**src/rtl/cfnp_pkg.sv**
```systemverilog
// CFNP layer scheduler: shared types, state encoding and per-layer table.
package cfnp_pkg;

   localparam int MAX_LAYERS  = 8;
   localparam int DEF_TIMEOUT = 4096;
   localparam int CFG_W       = 16;

   typedef struct packed {
      logic [CFG_W-1:0] in_len;
      logic [3:0]       kernel;
      logic [CFG_W-1:0] wbase;
      logic             relu;
   } layer_cfg_t;

   typedef enum logic [2:0] {
      IDLE,
      LOAD,
      KICK,
      WAIT,
      NEXT,
      FINISH
   } sched_state_t;

   // Fields are wider than the default ports; the top keeps the low bits.
   localparam layer_cfg_t LAYER_CFG [0:MAX_LAYERS-1] = '{
      '{in_len: 16'd1000, kernel: 4'd7, wbase: 16'h000, relu: 1'b1},
      '{in_len: 16'd496,  kernel: 4'd5, wbase: 16'h040, relu: 1'b1},
      '{in_len: 16'd244,  kernel: 4'd5, wbase: 16'h0a0, relu: 1'b1},
      '{in_len: 16'd120,  kernel: 4'd3, wbase: 16'h100, relu: 1'b0},
      '{in_len: 16'd60,   kernel: 4'd3, wbase: 16'h130, relu: 1'b1},
      '{in_len: 16'd30,   kernel: 4'd3, wbase: 16'h150, relu: 1'b1},
      '{in_len: 16'd16,   kernel: 4'd3, wbase: 16'h170, relu: 1'b1},
      '{in_len: 16'd8,    kernel: 4'd1, wbase: 16'h190, relu: 1'b0}
   };

endpackage

```
**src/rtl/cfnp_watchdog.sv**
```systemverilog
// Engine watchdog: counts enabled cycles since the last clear.
module cfnp_watchdog
   import cfnp_pkg::*;
#(
   parameter int TIMEOUT = DEF_TIMEOUT
) (
   input  logic clk,
   input  logic rst,
   input  logic clear,
   input  logic enable,
   output logic expire
);

   logic [15:0] cnt;
   logic [15:0] cnt_inc;

   // cnt_inc numbers the current enabled cycle, so expiry hits on cycle TIMEOUT-1
   assign cnt_inc = cnt + 16'd1;
   assign expire  = enable & (cnt_inc == 16'(TIMEOUT - 1));

   always_ff @(posedge clk or posedge rst) begin
      if (rst) begin
         cnt <= '0;
      end else if (clear) begin
         cnt <= '0;
      end else if (enable) begin
         cnt <= cnt_inc;
      end
   end

endmodule

```
**src/rtl/cfnp_layer_sched.sv**
```systemverilog
// Layer sequencer: steps the shared MAC engine through every CNN layer
// of a frame, ping-ponging the feature buffers and guarding with a watchdog.
module cfnp_layer_sched
   import cfnp_pkg::*;
#(
   parameter int NUM_LAYERS = 4,
   parameter int ADDR_W     = 12,
   parameter int LEN_W      = 12,
   parameter int TIMEOUT    = DEF_TIMEOUT
) (
   input  logic                          clk,
   input  logic                          rst,
   input  logic                          start,
   input  logic                          abort,
   input  logic                          eng_done,
   output logic                          eng_start,
   output logic [$clog2(NUM_LAYERS)-1:0] layer_idx,
   output logic [LEN_W-1:0]              cfg_in_len,
   output logic [3:0]                    cfg_kernel,
   output logic [ADDR_W-1:0]             cfg_wbase,
   output logic                          relu_en,
   output logic                          src_buf,
   output logic                          dst_buf,
   output logic                          busy,
   output logic                          done,
   output logic                          err
);

   localparam int            IW   = $clog2(NUM_LAYERS);
   localparam logic [IW-1:0] LAST = IW'(NUM_LAYERS - 1);

   sched_state_t state, nstate;

   logic              wd_clear;
   logic              wd_en;
   logic              wd_exp;
   logic              is_last;
   logic [2:0]        tidx;
   logic              eng_start_d;
   logic [IW-1:0]     idx_d;
   logic [LEN_W-1:0]  len_d;
   logic [3:0]        kern_d;
   logic [ADDR_W-1:0] wbase_d;
   logic              relu_d;
   logic              src_d;
   logic              busy_d;
   logic              done_d;
   logic              err_d;

   assign wd_clear = (state == KICK);
   assign wd_en    = (state == WAIT);
   assign is_last  = (layer_idx == LAST);
   assign tidx     = 3'(layer_idx);
   assign dst_buf  = ~src_buf;

   cfnp_watchdog #(
      .TIMEOUT(TIMEOUT)
   ) u_wd (
      .clk   (clk),
      .rst   (rst),
      .clear (wd_clear),
      .enable(wd_en),
      .expire(wd_exp)
   );

   always_ff @(posedge clk or posedge rst) begin
      if (rst) begin
         state      <= IDLE;
         eng_start  <= 1'b0;
         layer_idx  <= '0;
         cfg_in_len <= '0;
         cfg_kernel <= '0;
         cfg_wbase  <= '0;
         relu_en    <= 1'b0;
         src_buf    <= 1'b0;
         busy       <= 1'b0;
         done       <= 1'b0;
         err        <= 1'b0;
      end else begin
         state      <= nstate;
         eng_start  <= eng_start_d;
         layer_idx  <= idx_d;
         cfg_in_len <= len_d;
         cfg_kernel <= kern_d;
         cfg_wbase  <= wbase_d;
         relu_en    <= relu_d;
         src_buf    <= src_d;
         busy       <= busy_d;
         done       <= done_d;
         err        <= err_d;
      end
   end

   always_comb begin
      nstate = state;
      unique case (state)
         IDLE:    if (start) nstate = LOAD;
         LOAD:    nstate = KICK;
         KICK:    nstate = WAIT;
         WAIT: begin
            // a done arriving on the expiry cycle still counts
            if (eng_done)    nstate = NEXT;
            else if (wd_exp) nstate = IDLE;
         end
         NEXT:    nstate = is_last ? FINISH : LOAD;
         FINISH:  nstate = IDLE;
         default: nstate = IDLE;
      endcase
      if (abort) nstate = IDLE;
   end

   always_comb begin
      eng_start_d = (nstate == KICK);
      done_d      = (nstate == FINISH);
      busy_d      = (nstate == LOAD) || (nstate == KICK) ||
                    (nstate == WAIT) || (nstate == NEXT);
      idx_d       = layer_idx;
      src_d       = src_buf;
      err_d       = err;
      len_d       = cfg_in_len;
      kern_d      = cfg_kernel;
      wbase_d     = cfg_wbase;
      relu_d      = relu_en;
      if (state == IDLE && nstate == LOAD) begin
         idx_d = '0;
         src_d = 1'b0;
         err_d = 1'b0;
      end
      if (state == NEXT && nstate == LOAD) begin
         idx_d = layer_idx + 1'b1;
         src_d = ~src_buf;
      end
      if (state == WAIT && nstate == IDLE && !abort) begin
         err_d = 1'b1;
      end
      if (state == LOAD && nstate == KICK) begin
         len_d   = LAYER_CFG[tidx].in_len[LEN_W-1:0];
         kern_d  = LAYER_CFG[tidx].kernel;
         wbase_d = LAYER_CFG[tidx].wbase[ADDR_W-1:0];
         relu_d  = LAYER_CFG[tidx].relu & ~is_last;
      end
   end

endmodule

```
**config.mk**
```make
export PLATFORM = sky130hd
export DESIGN_NAME = cfnp_layer_sched
export DESIGN_NICKNAME = d
export VERILOG_FILES = /design/src/rtl/cfnp_pkg.sv /design/src/rtl/cfnp_watchdog.sv /design/src/rtl/cfnp_layer_sched.sv
export SDC_FILE = /design/constraint.sdc
export NUM_CORES = 1
export LEC_CHECK = 0
export BUFFER_PORTS_ARGS = -buffer_cell sky130_fd_sc_hd__buf_2
export CELL_PAD_IN_SITES_DETAIL_PLACEMENT = 1
export CELL_PAD_IN_SITES_GLOBAL_PLACEMENT = 1
export CORE_MARGIN = 2
export CORE_UTILIZATION = 44
export CTS_CLUSTER_DIAMETER = 150
export CTS_CLUSTER_SIZE = 28
export DETAILED_ROUTE_END_ITERATION = 7
export GPL_TIMING_DRIVEN = 1
export PLACE_DENSITY = 0.95
export SLEW_MARGIN = 20
export SYNTH_ARGS = -nofsm -noshare
export SYNTH_HDL_FRONTEND = slang
export SYNTH_HIERARCHICAL = 1
export SYNTH_SLANG_ARGS = --single-unit
```
**constraint.sdc**
```tcl
create_clock -name clk -period 5.4 [get_ports clk]
set_input_delay 0.54 -clock clk [delete_from_list [all_inputs] [get_ports clk]]
set_output_delay 0.54 -clock clk [all_outputs]
set_load 0.005 [all_outputs]
```
==> metrics.yaml, run 1 <==
setup_violations: 0
postCtsSetupBuffers: 0
fmaxAchievable_mhz: 418
cts_sinks: 35
synth-seq-cells: 35
synth.most_common_cell: "dfrtp_1"
grt_start_max_net_pins: 20
synth_top_area_cell: "dfrtp_1"
io_pins: 42
utilization: 0.485
grt_pass1_vias: 1610
drtIter0Drc: 69
via_per_inst: 5.30
routed_wl_um: 4610
skew_ns: 0.00471
crit_type: "flop to flop"
p_switching_uw: 164
cts_resized: 0
io_buffers: 28
peakVddDrop_mv: 0.0879
initial_core_util: 0.449
clockPowerShare: 0.349
setup_ws_ns: 3.01
fin_crit_sh: 0.443
hold_buffers: 0
fin_tns_setup_ns: 0
post-place-ws_ns: 3.05
path_cells: "ha_1 -> inv_1 -> or3_1 -> a21oi_1 -> o2111a_1 -> o21ai_0 -> o211ai_1 -> nand2_1 -> xor2_1"
detailroute.via_count: 1580
tightest_slew_ns: 0.709
p_seq_frac: 0.504
crit_required_ns: 5.56
antenna_found_initial: 0
cts_buffers: 5
syn_area_per_cell_um2: 9.33
synth.distinct_cells: 51
r2r_setup_slack_ns: 3.01
status: "finished, final reports clean"
hold_viol: 0
hold_path_class: "input pin to asynchronous set/reset pin"
leakage_uw: 0.00107
fp.dieW_um: 72.8
cp-start-kind: "flop"
area_growth_pct: 7.82
synth_common_cells: "dfrtp_1, nand2_1, nor2_1"
crit_path_end_kind: "flop"
yosysSeqAreaShare: 0.421
slowest_delay_ns: 0.44
power_density_nw_per_um2: 266
synth.area.top_cells: "dfrtp_1, buf_4, nand2_1, ha_1, nor2_1"
rsz0062_at_grt: "no"
worstSkewPairLatency_ns: 0.28
place_hpwl_um: 3360
pwr-share-comb: 0.147
drt_pre_antenna_iters: 4
cts-root-buf: "clkbuf_8"
wl_per_cell_um: 15.5
core-area_um2: 4630
synth_edf_count: 0
cts_htree_levels: 2
grt_overflow: 0
netSwitchingFraction: 0.275
slowest_stage: "dfrtp_1"
cp_max_fo: 9
cap_violations: 0
ys_warn_count: 6
dieArea_um2: 5290
track_usage: 0.191
syn-instance-count: 223
tritoncts: "yes"
n_antenna_cell: 0
period_minus_slack_ns: 2.39
reg2reg_depth: 9
critPathArrivalTime_ns: 2.55
gp_congestion: 0.849
yosys.area.top_type_share: 0.421
drcViolationCount: 0
syn_area_um2: 2080
slew-limit-headroom: 0.527
antenna_left: 0
die_y_um: 72.8
drive_gt1_frac: 0.209
p_int_uw: 434
timing.rr.end: "busy$_DFF_PP0_"
nets: 255
clk_path_buf_depth: 2
clk_pin_slew_ns: 0.07
final_max_slew_viol_count: 0
r2r-start: "u_wd/cnt[0]$_DFFE_PP0P_"
ys_async_sr_fraction: 1.00
rows: 25
grt_pass1_wl_um: 7780
ys.flop_type: "dfrtp_1"
## per-stage QoR
step | instance area (µm²) | power [µW] | cells | hold slack (ns)
5_1_grt | 2240 | 635 | 298 | 0.374
6_report | 2240 | 598 | 298 | 0.329
3_3_place_gp | 2140 | 388 | 290 | 0.453
4_1_cts | 2240 | 608 | 298 | 0.362
2_1_floorplan | 2130 | 375 | 235 | 0.454
3_5_place_dp | 2140 | 395 | 290 | 0.457
## state kept, by name (all words and copies together), names as in the netlist
register and cells:
eng_start 1, layer_idx 2, src_buf 1, err 1
cfg_wbase 3, cfg_in_len 4, u_wd/cnt 16, cfg_kernel 2
state 3, busy 1, done 1
## final cells by class
| type | instances | area (µm²) |
|---|---|---|
| clock buffer | 7 | 96.3 |
| clock inverter | 1 | 7.51 |
| fill | 581 | 2390 |
| inverter | 13 | 48.8 |
| multi-input combinational | 159 | 1000 |
| sequential | 35 | 876 |
| tap | 54 | 67.6 |
| timing repair buffer | 29 | 148 |
## logic make-up (layout without fill, tap and decap cells)
| group | count (synthesis) | in the layout | synth area share |
|---|---|---|---|
| AND/OR/NAND/NOR | 89 | 89 | 0.235 |
| buffers and inverters | 41 | 50 | 0.120 |
| flip-flops | 35 | 35 | 0.421 |
| AO/OA/AOI/OAI | 33 | 33 | 0.108 |
| XOR/XNOR | 15 | 15 | 0.0631 |
| adder cells (fa/ha/maj) | 7 | 7 | 0.0421 |
| multiplexers | 2 | 2 | 0.00962 |
| other | 1 | 13 | 0.00180 |
## metal layers
metal,track usage,vias up,part of all wire
li1,-,755,-
met1,0.235,779,0.43
met2,0.329,42,0.52
met3,0.0442,4,0.043
met4,0.0638,0,0.010
met5,0,-,0
## power by group through the flow
stage	Combinational (µW)	Clock [µW]	Sequential, µW
2_1_floorplan	72.1	0	303
3_3_place_gp	84.1	0	304
3_5_place_dp	88.2	0	307
4_1_cts	89.5	216	302
5_1_grt	101	228	305
6_report	87.7	209	301
## worst max-delay path by stage
stage / from / endpoint / cells after the start
after CTS: u_wd/cnt[0]$_DFFE_PP0P_ / busy$_DFF_PP0_ / 8
after detailed placement: u_wd/cnt[0]$_DFFE_PP0P_ / done$_DFF_PP0_ / 8
after global placement: u_wd/cnt[0]$_DFFE_PP0P_ / done$_DFF_PP0_ / 8
after floorplan: state[0]$_DFF_PP0_ / done$_DFF_PP0_ / 10
after global routing: u_wd/cnt[0]$_DFFE_PP0P_ / busy$_DFF_PP0_ / 9
final: u_wd/cnt[0]$_DFFE_PP0P_ / busy$_DFF_PP0_ / 9
## placed cells by master, fill, tap and decap left out, types with 2 or more instances in the layout
| cell | instances |
|---|---|
| xor2_1 | 6 |
| clkbuf_8 | 7 |
| mux2i_1 | 2 |
| nor2_1 | 22 |
| buf_2 | 28 |
| nor3b_1 | 3 |
| nor3_1 | 6 |
| conb_1 | 13 |
| nand4_1 | 2 |
| a21oi_1 | 8 |
| o21ai_0 | 8 |
| nand2_1 | 27 |
| o41ai_1 | 2 |
| and2_1 | 3 |
| inv_1 | 12 |
| ha_1 | 7 |
| o211ai_1 | 3 |
| or3_1 | 6 |
| dfrtp_1 | 35 |
| xnor2_1 | 9 |
| nand3_1 | 5 |
## worst max-delay path, delay by kind of cell, from the launching register on
family,cells,cell delay [ns]
AO/OA/AOI/OAI,4,0.65
AND/OR/NAND/NOR,2,0.51
flip-flops,1,0.44
adder cells (fa/ha/maj),1,0.39
XOR/XNOR,1,0.16
buffers and inverters,1,0.12
(Power assumes the default switching activity.)
==> run 2: changes to the inputs <==
Settings changed: ABC_AREA set to 1, CORE_UTILIZATION 44 to 36, PLACE_DENSITY 0.95 to 0.88.
Clock period 5.4 ns to 2 ns, I/O delays scaled along.
==> metrics.yaml, run 2 <==
crit_required_ns: 2.19  # was 5.56 ns
yosys.area.top_type_share: 0.409  # was 0.421
ys_async_sr_fraction: 1.00  # unchanged
area_growth_pct: 26.8  # was 7.82%
synth_top_area_cell: "dfrtp_1"  # unchanged
cts_htree_levels: 2  # unchanged
synth.area.top_cells: "dfrtp_1, nand2_1, buf_4, inv_1, ha_1"  # was dfrtp_1, buf_4, nand2_1, ha_1, nor2_1
detailroute.via_count: 1950  # was 1,580
fp.dieW_um: 81.1  # was 72.8 µm
whs_ns: -0.00529  # was 0.329 ns
gp_congestion: 0.870  # was 0.849
yosysSeqAreaShare: 0.409  # was 0.421
cp-start-kind: "flop"  # unchanged
track_usage: 0.190  # was 0.191
postLayoutCellArea_um2: 2720  # was 2240 µm²
largest-register: "u_wd/cnt"  # unchanged
status: "complete, but fails checks"  # was finished, final reports clean
die_y_um: 81.1  # was 72.8 µm
ys.flop_type: "dfrtp_1"  # unchanged
drcViolationCount: 0  # unchanged
fin_tns_setup_ns: -4.15  # was 0 ns
initial_core_util: 0.366  # was 0.449
tightest_slew_ns: 0.734  # was 0.709 ns
layout_commonest_cell: "nand2_1"  # was dfrtp_1
synth-seq-cells: 35  # unchanged
crit_path_end_kind: "flop"  # unchanged
ys_warn_count: 6  # unchanged
skew_ns: 0.00705  # was 0.00471 ns
cts_buffers: 5  # unchanged
hold_viol: 16  # was 0
postPlaceCellArea_um2: 2450  # was 2140 µm²
rows: 28  # was 25
cts-root-buf: "clkbuf_8"  # unchanged
cap_violations: 0  # unchanged
largest_register_ffs: 16  # unchanged
syn-instance-count: 285  # was 223
routed_wl_um: 5890  # was 4610 µm
syn_area_per_cell_um2: 7.52  # was 9.33 µm²
synth_common_cells: "nand2_1, inv_1, dfrtp_1"  # was dfrtp_1, nand2_1, nor2_1
clk_path_buf_depth: 2  # unchanged
io_buffers: 28  # unchanged
peakVddDrop_mv: 0.441  # was 0.0879 mV
fmaxAchievable_mhz: 430  # was 418 MHz
drt_pre_antenna_iters: 4  # unchanged
leakage_uw: 0.00134  # was 0.00107 µW
fin_crit_sh: 1.16  # was 0.443
syn_area_um2: 2140  # was 2080 µm²
tritoncts: "yes"  # unchanged
drtIter0Drc: 59  # was 69
antenna_left: 0  # unchanged
cp_max_fo: 6  # was 9
synth.distinct_cells: 24  # was 51
worstSkewPairLatency_ns: 0.30  # was 0.28 ns
dieArea_um2: 6580  # was 5290 µm²
core-area_um2: 5850  # was 4630 µm²
n_antenna_cell: 0  # unchanged
via_per_inst: 4.69  # was 5.30
setup_ws_ns: -0.323  # was 3.01 ns
synth.most_common_cell: "nand2_1"  # was dfrtp_1
drive_gt1_frac: 0.375  # was 0.209
antenna_found_initial: 0  # unchanged
setup_violations: 16  # was 0
r2r_setup_slack_ns: -0.32  # was 3.01 ns
largestRegisters: "u_wd/cnt (16), cfg_in_len (4)"  # unchanged
critPathArrivalTime_ns: 2.51  # was 2.55 ns
violations: "hold timing, setup timing"
synth_edf_count: 0  # unchanged
final_max_slew_viol_count: 0  # unchanged
slew-limit-headroom: 0.510  # was 0.527
power_density_nw_per_um2: 660  # was 266 nW/µm²
wl_per_cell_um: 14.2  # was 15.5 µm
rsz0062_at_grt: "yes"  # was no
clk_pin_slew_ns: 0.08  # was 0.07 ns
layout_common_cells: "nand2_1, dfrtp_1, inv_1"  # was dfrtp_1, buf_2, nand2_1
period_minus_slack_ns: 2.32  # was 2.39 ns
utilization: 0.464  # was 0.485
grt_overflow: 0  # unchanged
cts_sinks: 35  # unchanged
hold_path_class: "input pin to asynchronous set/reset pin"  # unchanged
grt_start_max_net_pins: 20  # unchanged
hold_buffers: 0  # unchanged
place_hpwl_um: 4400  # was 3360 µm
nFillCells: 734  # was 581
grt_pass1_wl_um: 9630  # was 7780 µm
crit_type: "flop to flop"  # unchanged
grt_pass1_vias: 2080  # was 1,610
nets: 352  # was 255
io_pins: 42  # unchanged
==> run 2: area by class of cell <==
type	instances	area, µm²	area share
inverters	41	156	0.0576
well taps	75	93.8	0.0345
clock inverters	3	23.8	0.00875
multi-input cells	198	1110	0.407
clock buffers	5	68.8	0.0253
repair buffers	59	392	0.144
flip-flops and latches	35	876	0.322
==> run 2: repair_timing <==
| action | CTS | global route |
|---|---|---|
| endpoints found under the setup margin | 18 | 18 |
| resized for setup | 9 | 34 |
| cloned | 0 | 0 |
| pin swaps | 11 | 3 |
| setup buffers | 3 | 2 |
| endpoints found under the hold margin | 0 | 0 |
==> run 2: worst paths after layout <==
kind,to,cells after the start,startpoint
max in group asynchronous,state[2]$_DFF_PP0_,2,rst
max,cfg_kernel[0]$_DFFE_PP0P_,20,u_wd/cnt[1]$_DFFE_PP0P_
min in group clk,state[0]$_DFF_PP0_,2,abort
max reg2reg,cfg_kernel[0]$_DFFE_PP0P_,20,u_wd/cnt[1]$_DFFE_PP0P_
min reg2reg,cfg_wbase[8]$_DFFE_PP0P_,2,cfg_wbase[8]$_DFFE_PP0P_
min,u_wd/cnt[15]$_DFFE_PP0P_,2,rst
==> run 2: cell families (layout without fill, tap and decap cells) <==
group | Yosys count | in the layout | share of synthesized area
other | 1 | 13 | 0.00175
buffers and inverters | 64 | 108 | 0.155
flip-flops | 35 | 35 | 0.409
AO/OA/AOI/OAI | 27 | 27 | 0.0759
AND/OR/NAND/NOR | 149 | 149 | 0.309
adder cells (fa/ha/maj) | 7 | 7 | 0.0409
XOR/XNOR | 2 | 2 | 0.00818
==> run 2: layer usage <==
metal,global-route usage,routed length [µm],vias to the layer above
met3,0.0311,166,6
met5,0,0,-
met1,0.224,2470,957
met2,0.358,3180,27
met4,0.0458,68,0
li1,-,-,960
==> run 2: power by group <==
part           total (µW)  internal, µW  leakage (µW)  switching, µW
clock                 564           249     0.0000408            315
combinational         400           175      0.000831            225
sequential            827           771      0.000469           56.4
==> run 2: stage by stage <==
| stage | hold slack [ns] | total power (µW) | cells | worst slack [ns] |
|---|---|---|---|---|
| 2_1_floorplan | 0.114 | 1070 | 297 | -0.0985 |
| 3_3_place_gp | 0.334 | 1170 | 403 | -0.277 |
| 3_5_place_dp | 0.343 | 1190 | 403 | -0.370 |
| 4_1_cts | 0.00896 | 1760 | 414 | -0.367 |
| 5_1_grt | 0.0516 | 1880 | 416 | -0.506 |
| 6_report | -0.00529 | 1790 | 416 | -0.323 |
==> run 2: critical path, stage by stage (launching register included) <==
cell	delay [ns]
dfrtp_1	0.43
ha_4	0.18
buf_6	0.09
inv_1	0.03
nand2_1	0.07
nand2_2	0.06
nor2_2	0.09
nand2_1	0.08
nor2_2	0.13
nand2_1	0.07
nor2_2	0.10
nand2_1	0.06
nor2_2	0.07
inv_1	0.05
nand2_2	0.07
inv_2	0.05
o21ai_2	0.17
inv_2	0.07
nand2_4	0.09
inv_4	0.05
or2_1	0.21
==> run 3: changes to the inputs <==
Settings changed: CORE_UTILIZATION 36 to 40, PLACE_DENSITY 0.88 to 0.92.
Clock period 2 ns to 2.5 ns, I/O delays scaled along.
==> metrics.yaml, run 3 (same netlist as run 2, synthesis figures left out) <==
core-area_um2: 5140  # was 5850 µm²
dieArea_um2: 5960  # was 6580 µm²
p_seq_frac: 0.415  # was 0.462
cp-startpoint: "state[1]$_DFF_PP0_"  # was u_wd/cnt[1]$_DFFE_PP0P_
skew_ns: 0.00301  # was 0.00705 ns
grt_pass1_wl_um: 8770  # was 9630 µm
hold_path_class: "input pin to asynchronous set/reset pin"  # unchanged
worstSkewPairLatency_ns: 0.30  # about the same
grt_start_max_net_pins: 20  # unchanged
via_per_inst: 4.82  # was 4.69
die_y_um: 77.2  # was 81.1 µm
io_buffers: 28  # unchanged
detailroute.via_count: 1889  # was 1,950
drcViolationCount: 0  # unchanged
wl_per_cell_um: 15.0  # was 14.2 µm
drt-met1-wl_um: 2540  # was 2470 µm
routed_wl_um: 5870  # was 5890 µm
io_pins: 42  # unchanged
largest-register: "u_wd/cnt"  # unchanged
fmaxAchievable_mhz: 408  # was 430 MHz
fin_crit_sh: 0.980  # was 1.16
slew-limit-headroom: 0.511  # was 0.510
antenna_left: 0  # unchanged
gp_congestion: 0.810  # was 0.870
r2r_setup_slack_ns: 0.05  # was -0.32 ns
timing.rr.end: "cfg_kernel[0]$_DFFE_PP0P_"  # unchanged
leakage_uw: 0.00125  # was 0.00134 µW
track_usage: 0.183  # was 0.190
initial_core_util: 0.417  # was 0.366
antenna_found_initial: 0  # unchanged
hold_viol: 0  # was 16
cp_max_fo: 6  # unchanged
pwr-share-comb: 0.185  # was 0.223
status: "finished, final reports clean"  # was complete, but fails checks
place_hpwl_um: 3830  # was 4400 µm
cts_htree_levels: 2  # unchanged
layout_common_cells: "nand2_1, dfrtp_1, inv_1"  # unchanged
tritoncts: "yes"  # unchanged
drtIter0Drc: 79  # was 59
n_antenna_cell: 0  # unchanged
utilization: 0.492  # was 0.464
critPathArrivalTime_ns: 2.63  # was 2.51 ns
peakVddDrop_mv: 0.389  # was 0.441 mV
clockPowerShare: 0.400  # was 0.315
whs_ns: 0.0446  # was -0.00529 ns
reg2reg_depth: 18  # was 20
grt_overflow: 0  # unchanged
rows: 26  # was 28
clk_path_buf_depth: 2  # unchanged
cts_buffers: 5  # unchanged
largestRegisters: "u_wd/cnt (16), cfg_in_len (4)"  # unchanged
cap_violations: 0  # unchanged
crit_type: "flop to flop"  # unchanged
final_max_slew_viol_count: 0  # unchanged
netSwitchingFraction: 0.290  # was 0.333
nets: 333  # was 352
wl_met3_um: 164  # was 166 µm
r2r-start: "state[1]$_DFF_PP0_"  # was u_wd/cnt[1]$_DFFE_PP0P_
drive_gt1_frac: 0.267  # was 0.375
final_cells: 392  # was 416
crit_required_ns: 2.68  # was 2.19 ns
period_minus_slack_ns: 2.45  # was 2.32 ns
cts_sinks: 35  # unchanged
placedCellCount: 374  # was 403
setup_violations: 0  # was 16
fp.dieW_um: 77.2  # was 81.1 µm
cp-start-kind: "flop"  # unchanged
area_growth_pct: 18.2  # was 26.8%
setup.worst_path.end: "cfg_kernel[0]$_DFFE_PP0P_"  # unchanged
met2_length_um: 3040  # was 3180 µm
routed.top_layer: "met4"  # unchanged
rsz0062_at_grt: "yes"  # unchanged
grt_pass1_vias: 1870  # was 2,080
tightest_slew_ns: 0.733  # was 0.734 ns
largest_register_ffs: 16  # unchanged
p_switching_uw: 464  # was 596 µW
drt_pre_antenna_iters: 4  # unchanged
power_density_nw_per_um2: 631  # was 660 nW/µm²
p_int_uw: 1130  # was 1200 µW
clk_pin_slew_ns: 0.08  # about the same
cts-root-buf: "clkbuf_8"  # unchanged
crit_path_end_kind: "flop"  # unchanged
layout_commonest_cell: "nand2_1"  # unchanged
## run 3: cell count changes in the layout (fill, tap and decap cells not counted), moves of 5 or more
cell	delta
nor2_1	+5
buf_4	-15
nor2_2	-7
nand2_1	+13
nand2_2	-12
buf_6	-5
## run 3: worst min path at each step
stage,endpoint,slack (ns),cells past startpoint
after floorplan,u_wd/cnt[0]$_DFFE_PP0P_,0.16,1
after detailed placement,u_wd/cnt[12]$_DFFE_PP0P_,0.40,2
after global placement,u_wd/cnt[15]$_DFFE_PP0P_,0.40,2
final,u_wd/cnt[15]$_DFFE_PP0P_,0.04,2
after CTS,u_wd/cnt[5]$_DFFE_PP0P_,0.08,2
after global routing,u_wd/cnt[15]$_DFFE_PP0P_,0.11,2
## run 3: what timing repair did
item	4_1_cts	5_1_grt
buffers inserted	1	9
resized for setup	1	19
hold buffers	0	0
pin swaps	0	11
setup endpoints to repair	7	15
## run 3: layout make-up
class                           count  area, µm²
Clock buffer                        5       68.8
Multi-Input combinational cell    198       1040
Fill cell                         691       2610
Timing Repair Buffer               40        238
Sequential cell                    35        876
Clock inverter                      3       67.6
Inverter                           41        156
Tap cell                           70       87.6
## run 3: power groups by stage
stage / registers, µW / clock network, µW / logic, µW
detailed placement: 668 / 0 / 238
finish: 664 / 639 / 295
global route: 671 / 666 / 326
floorplan: 665 / 0 / 183
global placement: 666 / 0 / 233
CTS: 657 / 637 / 248
## run 3: layer usage
layer	up-vias	track usage
met1	922	0.238
met5	-	0
li1	921	-
met2	35	0.311
met3	11	0.0353
met4	0	0.0500
## run 3: through the flow
| stage | worst slack, ns | power, µW | instance area, µm² | TNS (ns) |
|---|---|---|---|---|
| floorplan | 0.356 | 848 | 2190 | 0 |
| detailed placement | -0.0467 | 906 | 2250 | -0.152 |
| global placement | 0.124 | 898 | 2250 | 0 |
| CTS | 0.0238 | 1540 | 2400 | 0 |
| finish | 0.0508 | 1600 | 2530 | 0 |
| global route | -0.181 | 1660 | 2530 | -1.68 |
## run 3: critical path, cell delays in order (launching register included)
cell and delay (ns):
dfrtp_1 0.43, nand2_1 0.17, nor2_4 0.15, nand2_1 0.07, nor2_1 0.12, nand2_1 0.07
nor2_1 0.15, nand2_1 0.09, nor2_2 0.11, nand2_1 0.06, nor2_2 0.08, inv_1 0.05
nand2_2 0.07, inv_2 0.05, o21ai_4 0.19, inv_2 0.08, nand2_4 0.11, inv_4 0.06
or2_1 0.23
